## src/rtl/riscv_defines.sv

```systemverilog
// Shared DIFT definitions: TCR check-bit positions, store-tag FSM states and cause bit indices.
package riscv_defines;

  localparam int LOADSTORE_CHECK_S  = 0;
  localparam int LOADSTORE_CHECK_SA = 1;
  localparam int LOADSTORE_CHECK_D  = 2;

  localparam int STCAUSE_S  = 0;
  localparam int STCAUSE_SA = 1;
  localparam int STCAUSE_D  = 2;

  typedef enum logic [2:0] {
    IDLE,
    RD_REQ,
    RD_WAIT,
    WR_REQ,
    WR_WAIT,
    REPORT
  } store_tag_state_e;

  // Every byte written by a store inherits the single source-data tag.
  function automatic logic [3:0] spread_tag(input logic tag);
    return {4{tag}};
  endfunction

endpackage

```

## src/rtl/riscv_store_check.sv

```systemverilog
// Combinational DIFT store checks: source/address tag policy and destination byte-tag policy.
module riscv_store_check (
  input  logic       rs2_tag,
  input  logic       rs1_tag,
  input  logic       check_s,
  input  logic       check_sa,
  input  logic [3:0] be,
  input  logic [3:0] dst_tags,
  output logic       s_fail,
  output logic       sa_fail,
  output logic       src_fail,
  output logic       dst_fail
);

  assign s_fail   = rs2_tag & check_s;
  assign sa_fail  = rs1_tag & check_sa;
  assign src_fail = s_fail | sa_fail;

  // Only bytes actually overwritten by this store may trip the destination check.
  assign dst_fail = |(dst_tags & be);

endmodule

```

## src/rtl/riscv_store_tag_unit.sv

```systemverilog
// DIFT store tag unit: checks source/address/destination tags and writes byte tags to tag memory.
// Optional macro DIFT_STORE_CAUSE_EN adds sticky exception_cause_o and cause_clr_i.
module riscv_store_tag_unit
  import riscv_defines::*;
#(
  parameter int TAG_AW = 32
) (
  input  logic              clk,
  input  logic              rst_n,
  input  logic              store_req_i,
  output logic              store_gnt_o,
  input  logic [TAG_AW-1:0] addr_i,
  input  logic [3:0]        be_i,
  input  logic              rs2_tag_i,
  input  logic              rs1_tag_i,
  input  logic [31:0]       tcr_i,
  output logic              tag_req_o,
  output logic              tag_we_o,
  output logic [TAG_AW-1:0] tag_addr_o,
  output logic [3:0]        tag_be_o,
  output logic [3:0]        tag_wdata_o,
  input  logic              tag_gnt_i,
  input  logic              tag_rvalid_i,
  input  logic [3:0]        tag_rdata_i,
  output logic              exception_o,
  output logic              done_o,
  output logic              busy_o
`ifdef DIFT_STORE_CAUSE_EN
  ,
  output logic [2:0]        exception_cause_o,
  input  logic              cause_clr_i
`endif
);

  store_tag_state_e state;
  logic [3:0]       be_q;
  logic             rs2_tag_q;
  logic             s_fail;
  logic             sa_fail;
  logic             src_fail;
  logic             dst_fail;
  logic             unused_bits;

  assign store_gnt_o = (state == IDLE);
  assign unused_bits = ^{tcr_i, addr_i[1:0]};

  riscv_store_check u_check (
    .rs2_tag  (rs2_tag_i),
    .rs1_tag  (rs1_tag_i),
    .check_s  (tcr_i[LOADSTORE_CHECK_S]),
    .check_sa (tcr_i[LOADSTORE_CHECK_SA]),
    .be       (be_q),
    .dst_tags (tag_rdata_i),
    .s_fail   (s_fail),
    .sa_fail  (sa_fail),
    .src_fail (src_fail),
    .dst_fail (dst_fail)
  );

  // All completions pass through REPORT so a new store can never be granted alongside done/exception.
  always_ff @(posedge clk or negedge rst_n) begin
    if (!rst_n) begin
      state       <= IDLE;
      be_q        <= 4'b0;
      rs2_tag_q   <= 1'b0;
      tag_req_o   <= 1'b0;
      tag_we_o    <= 1'b0;
      tag_addr_o  <= '0;
      tag_be_o    <= 4'b0;
      tag_wdata_o <= 4'b0;
      exception_o <= 1'b0;
      done_o      <= 1'b0;
      busy_o      <= 1'b0;
    end else begin
      exception_o <= 1'b0;
      done_o      <= 1'b0;
      case (state)
        IDLE: begin
          if (store_req_i) begin
            tag_addr_o <= {addr_i[TAG_AW-1:2], 2'b00};
            tag_be_o   <= be_i;
            be_q       <= be_i;
            rs2_tag_q  <= rs2_tag_i;
            busy_o     <= 1'b1;
            if (src_fail) begin
              state       <= REPORT;
              exception_o <= 1'b1;
            end else if (be_i == 4'b0) begin
              state  <= REPORT;
              done_o <= 1'b1;
            end else if (tcr_i[LOADSTORE_CHECK_D]) begin
              state       <= RD_REQ;
              tag_req_o   <= 1'b1;
              tag_we_o    <= 1'b0;
              tag_wdata_o <= 4'b0;
            end else begin
              state       <= WR_REQ;
              tag_req_o   <= 1'b1;
              tag_we_o    <= 1'b1;
              tag_wdata_o <= spread_tag(rs2_tag_i);
            end
          end
        end
        RD_REQ: begin
          if (tag_gnt_i) begin
            state     <= RD_WAIT;
            tag_req_o <= 1'b0;
          end
        end
        RD_WAIT: begin
          if (tag_rvalid_i) begin
            if (dst_fail) begin
              state       <= REPORT;
              exception_o <= 1'b1;
            end else begin
              state       <= WR_REQ;
              tag_req_o   <= 1'b1;
              tag_we_o    <= 1'b1;
              tag_wdata_o <= spread_tag(rs2_tag_q);
            end
          end
        end
        WR_REQ: begin
          if (tag_gnt_i) begin
            state     <= WR_WAIT;
            tag_req_o <= 1'b0;
            tag_we_o  <= 1'b0;
          end
        end
        WR_WAIT: begin
          if (tag_rvalid_i) begin
            state  <= REPORT;
            done_o <= 1'b1;
          end
        end
        REPORT: begin
          state  <= IDLE;
          busy_o <= 1'b0;
        end
        default: begin
          state     <= IDLE;
          tag_req_o <= 1'b0;
          tag_we_o  <= 1'b0;
          busy_o    <= 1'b0;
        end
      endcase
    end
  end

`ifdef DIFT_STORE_CAUSE_EN
  logic [2:0] cause_set;

  always_comb begin
    cause_set = 3'b0;
    if (state == IDLE && store_req_i && src_fail) begin
      cause_set[STCAUSE_S]  = s_fail;
      cause_set[STCAUSE_SA] = sa_fail;
    end
    if (state == RD_WAIT && tag_rvalid_i && dst_fail) begin
      cause_set[STCAUSE_D] = 1'b1;
    end
  end

  // Causes accumulate across exceptions; a new cause lands even in the cycle it is being cleared.
  always_ff @(posedge clk or negedge rst_n) begin
    if (!rst_n) begin
      exception_cause_o <= 3'b0;
    end else if (cause_clr_i) begin
      exception_cause_o <= cause_set;
    end else begin
      exception_cause_o <= exception_cause_o | cause_set;
    end
  end
`else
  logic unused_cause;
  assign unused_cause = s_fail ^ sa_fail;
`endif

endmodule

```

## config.mk

```make
export PLATFORM = sky130hd
export DESIGN_NAME = riscv_store_tag_unit
export DESIGN_NICKNAME = d
export VERILOG_FILES = /design/src/rtl/riscv_defines.sv /design/src/rtl/riscv_store_check.sv /design/src/rtl/riscv_store_tag_unit.sv
export SDC_FILE = /design/constraint.sdc
export NUM_CORES = 1
export LEC_CHECK = 0
export BUFFER_PORTS_ARGS = -buffer_cell sky130_fd_sc_hd__clkbuf_2
export CORE_ASPECT_RATIO = 0.6
export CORE_MARGIN = 2
export CORE_UTILIZATION = 42
export DETAILED_ROUTE_END_ITERATION = 7
export GPL_TIMING_DRIVEN = 0
export PLACE_DENSITY_LB_ADDON = 0.15
export SLEW_MARGIN = 10
export SYNTH_ARGS = -nofsm -noshare
export SYNTH_HDL_FRONTEND = slang
export SYNTH_SLANG_ARGS = --single-unit
export TNS_END_PERCENT = 10
```

## constraint.sdc

```tcl
create_clock -name clk -period 2.05 [get_ports clk]
set_input_delay 0.41 -clock clk [delete_from_list [all_inputs] [get_ports clk]]
set_output_delay 0.41 -clock clk [all_outputs]
set_load 0.01 [all_outputs]
```

==> impl_metrics.tcl <==
set metrics [dict create \
    status "complete, no violations" \
    yosys_warnings 0 \
    hold_path_class "input pin to asynchronous set/reset pin" \
    critPathKind "flip-flop to flip-flop" \
    synth_seq_area_share_pct 56.0 \
    drive_above_1_share_pct 54.0 \
    power.density_nw_per_um2 1480 \
    path_clk_slew_ps 80 \
    synth_area_leaders "dfrtp_1 (56%), mux2_2 (11%), mux2_1 (10%), buf_4 (2.7%), nand2b_1 (1.6%)" \
    layout.nets 326 \
    p_comb_share_pct 46.0 \
    antenna_found_initial 0 \
    row_count 19 \
    netlist.area_leader.share_pct 56.0 \
    drt-initial-drc-count 60 \
    first_pass_iters 4 \
    startpoint "state[1]" \
    timing.critical_path.to "tag_wdata_o[2]" \
    async_reset_ff_share_pct 100 \
    drc_errors 0 \
    cap_viol_max_count 0 \
    worstPathMaxFanout 10 \
    ctsHoldBuffers 0 \
    maxSlewHeadroom_pct 31.0 \
    p_leak_nw 1.29 \
    avgRoutedWirePerCell_um 13.1 \
    synth_ff_type "dfrtp_1" \
    port_buffers 90 \
    ys_ff_latch 44 \
    reg2reg_from "state[1]" \
    synth_edf_count 0 \
    worstReg2RegEnd "tag_wdata_o[2]" \
    grt_use_total_pct 16.9 \
    finalHoldViolations 0 \
    initial_core_util_pct 43.3 \
    grt_overflow_total 0 \
    finalInstanceArea_sq_um 2590 \
    areaGrowthSynthToFinish_pct 31.7 \
    synth_cells 149 \
    postPlaceCellArea_sq_um 2500 \
    fin_crit_sh_pct 88.5 \
    power_frac_seq_pct 40.1 \
    vias 1478 \
    max_freq_mhz 551 \
    cts_setup_buffers 0 \
    grt_pass1_wl_mm 6.98 \
    vias_per_cell 4.75 \
    die_y_um 57.0 \
    yosysTopAreaCell "dfrtp_1" \
    crit_path_end_kind "flip-flop" \
    core_area_sq_um 4540 \
    hpwl_mm 3.22 \
    io-pin-count 125 \
    vdd_ir_drop_max_mv 0.764 \
    cp.arrival_ps 1980 \
    clock_sinks 44 \
    cts_tree "built" \
    start_kind "flip-flop" \
    clkLatencyLatePin_ps 280 \
    slew_violations 0 \
    ant_nets 0 \
    switching_share_pct 35.8 \
    chipWidth_um 92.3 \
    syn_area_per_cell_sq_um 13.2 \
    rsz0062_at_grt "no" \
    drt_wl_total_mm 4.09 \
    cts_max_path_buffers 2 \
    fin_skew_ps 4.82 \
    grt_pass1_vias 1435 \
    r2r_cells 6 \
    cts_root_buf "clkbuf_8" \
    fin_tns_setup_ps 0 \
    ys_types 36 \
    setup_viol 0 \
    n_antenna_cell 0 \
    cts_inserted_buffers 5 \
    synthTopCellsByCount "dfrtp_1 (44), mux2_2 (20), mux2_1 (18), buf_4 (7), nand2_1 (6)" \
    p_clk_share_pct 13.8 \
    total_power_mw 3.83 \
    die-area_sq_um 5260 \
    htreeDepth 2 \
    worstMarginPinSlew_ps 1030 \
    grt_max_degree 45 \
    place_congestion 0.976 \
    switchingPower_mw 1.37 \
    internal_power_mw 2.46 \
    layout_min_cycle_time_ps 1810 \
    synth_most_common_cell "dfrtp_1" \
    post_cts_resized 0 \
    reg2reg_slack_ps 240 \
    fillers 424 \
    cp.required_ps 2210 \
    synth_area_sq_um 1970 \
]
final cells by class:
class / count / area (sq um) / share of cell area [%]
repair buffers: 90 / 450 / 17.4
well taps: 63 / 78.8 / 3.04
inverters: 1 / 3.75 / 0.145
multi-input cells: 92 / 783 / 30.3
clock buffers: 8 / 90.1 / 3.48
plain buffers: 13 / 81.3 / 3.14
flip-flops and latches: 44 / 1100 / 42.5
per-layer routing:
layer / routed length (um) / GRT usage (%)
met1: 2020 / 25.8
met2: 1630 / 22.8
met3: 438 / 5.81
met4: 0 / 4.69
met5: 0 / 0
critical path, cell delays in order, from the launching register on:
cell and delay (ps):
dfrtp_1 380, buf_4 170, nor2_2 250, nand3b_1 100
buf_2 190, o32ai_1 240, mux2_1 360
registers in the layout, indices dropped and copies added (netlist names):
| name | flops |
|---|---|
| busy_o | 1 |
| state | 3 |
| rs2_tag_q | 1 |
| exception_o | 1 |
| tag_addr_o | 30 |
| done_o | 1 |
| be_q | 4 |
| tag_we_o | 1 |
| tag_req_o | 1 |
| tag_wdata_o | 1 |
stage by stage:
| stage | util [%] | std cells | hold slack, ps | setup slack (ps) |
|---|---|---|---|---|
| 2_1_floorplan | - | 150 | 114 | 380 |
| 3_3_place_gp | 55.0 | 303 | 474 | 116 |
| 3_5_place_dp | 55.0 | 303 | 484 | 135 |
| 4_1_cts | 57.0 | 311 | 325 | 246 |
| 5_1_grt | 57.0 | 311 | 329 | 107 |
| 6_report | 57.0 | 311 | 296 | 236 |
worst min-delay path by stage:
stage                      to  slack, ps           start  cells after the start
5_1_grt         tag_addr_o[6]        330       addr_i[6]                      2
6_report       tag_addr_o[15]        300           rst_n                      1
3_3_place_gp   tag_addr_o[21]        470  tag_addr_o[21]                      1
3_5_place_dp   tag_addr_o[18]        480  tag_addr_o[18]                      1
2_1_floorplan         be_q[0]        110           rst_n                      0
4_1_cts        tag_addr_o[30]        330      addr_i[30]                      2
power by group through the flow:
stage          combinational [mW]  clock [mW]  sequential [mW]
5_1_grt                      1.94       0.606             1.60
3_5_place_dp                 1.78           0             1.55
4_1_cts                      1.78       0.559             1.54
2_1_floorplan               0.934           0             1.71
3_3_place_gp                 1.77           0             1.54
6_report                     1.76       0.531             1.54
kinds of logic (layout without fill, tap and decap cells):
family | count (synthesis) | after routing | synth area share [%]
AO/OA/AOI/OAI | 25 | 25 | 9.23
XOR/XNOR | 1 | 1 | 0.446
buffers and inverters | 14 | 112 | 4.33
flip-flops | 44 | 44 | 56.0
multiplexers | 39 | 39 | 22.3
other | 1 | 2 | 0.191
AND/OR/NAND/NOR | 25 | 25 | 7.51
cell usage in the layout (no fill, tap or decap), types with 2 or more instances in the layout:
cell type  instances
a211oi_1           2
a21oi_1            5
a22o_1             2
a22oi_1            3
buf_2              4
buf_4              7
clkbuf_1           3
clkbuf_2          91
clkbuf_8           6
conb_1             2
dfrtp_1           44
mux2_1            18
mux2_2            20
nand2_1            6
nand2b_1           5
nor2_1             5
nor2b_1            2
o21ai_0            3
o22ai_1            2
(Power assumes the default switching activity.)
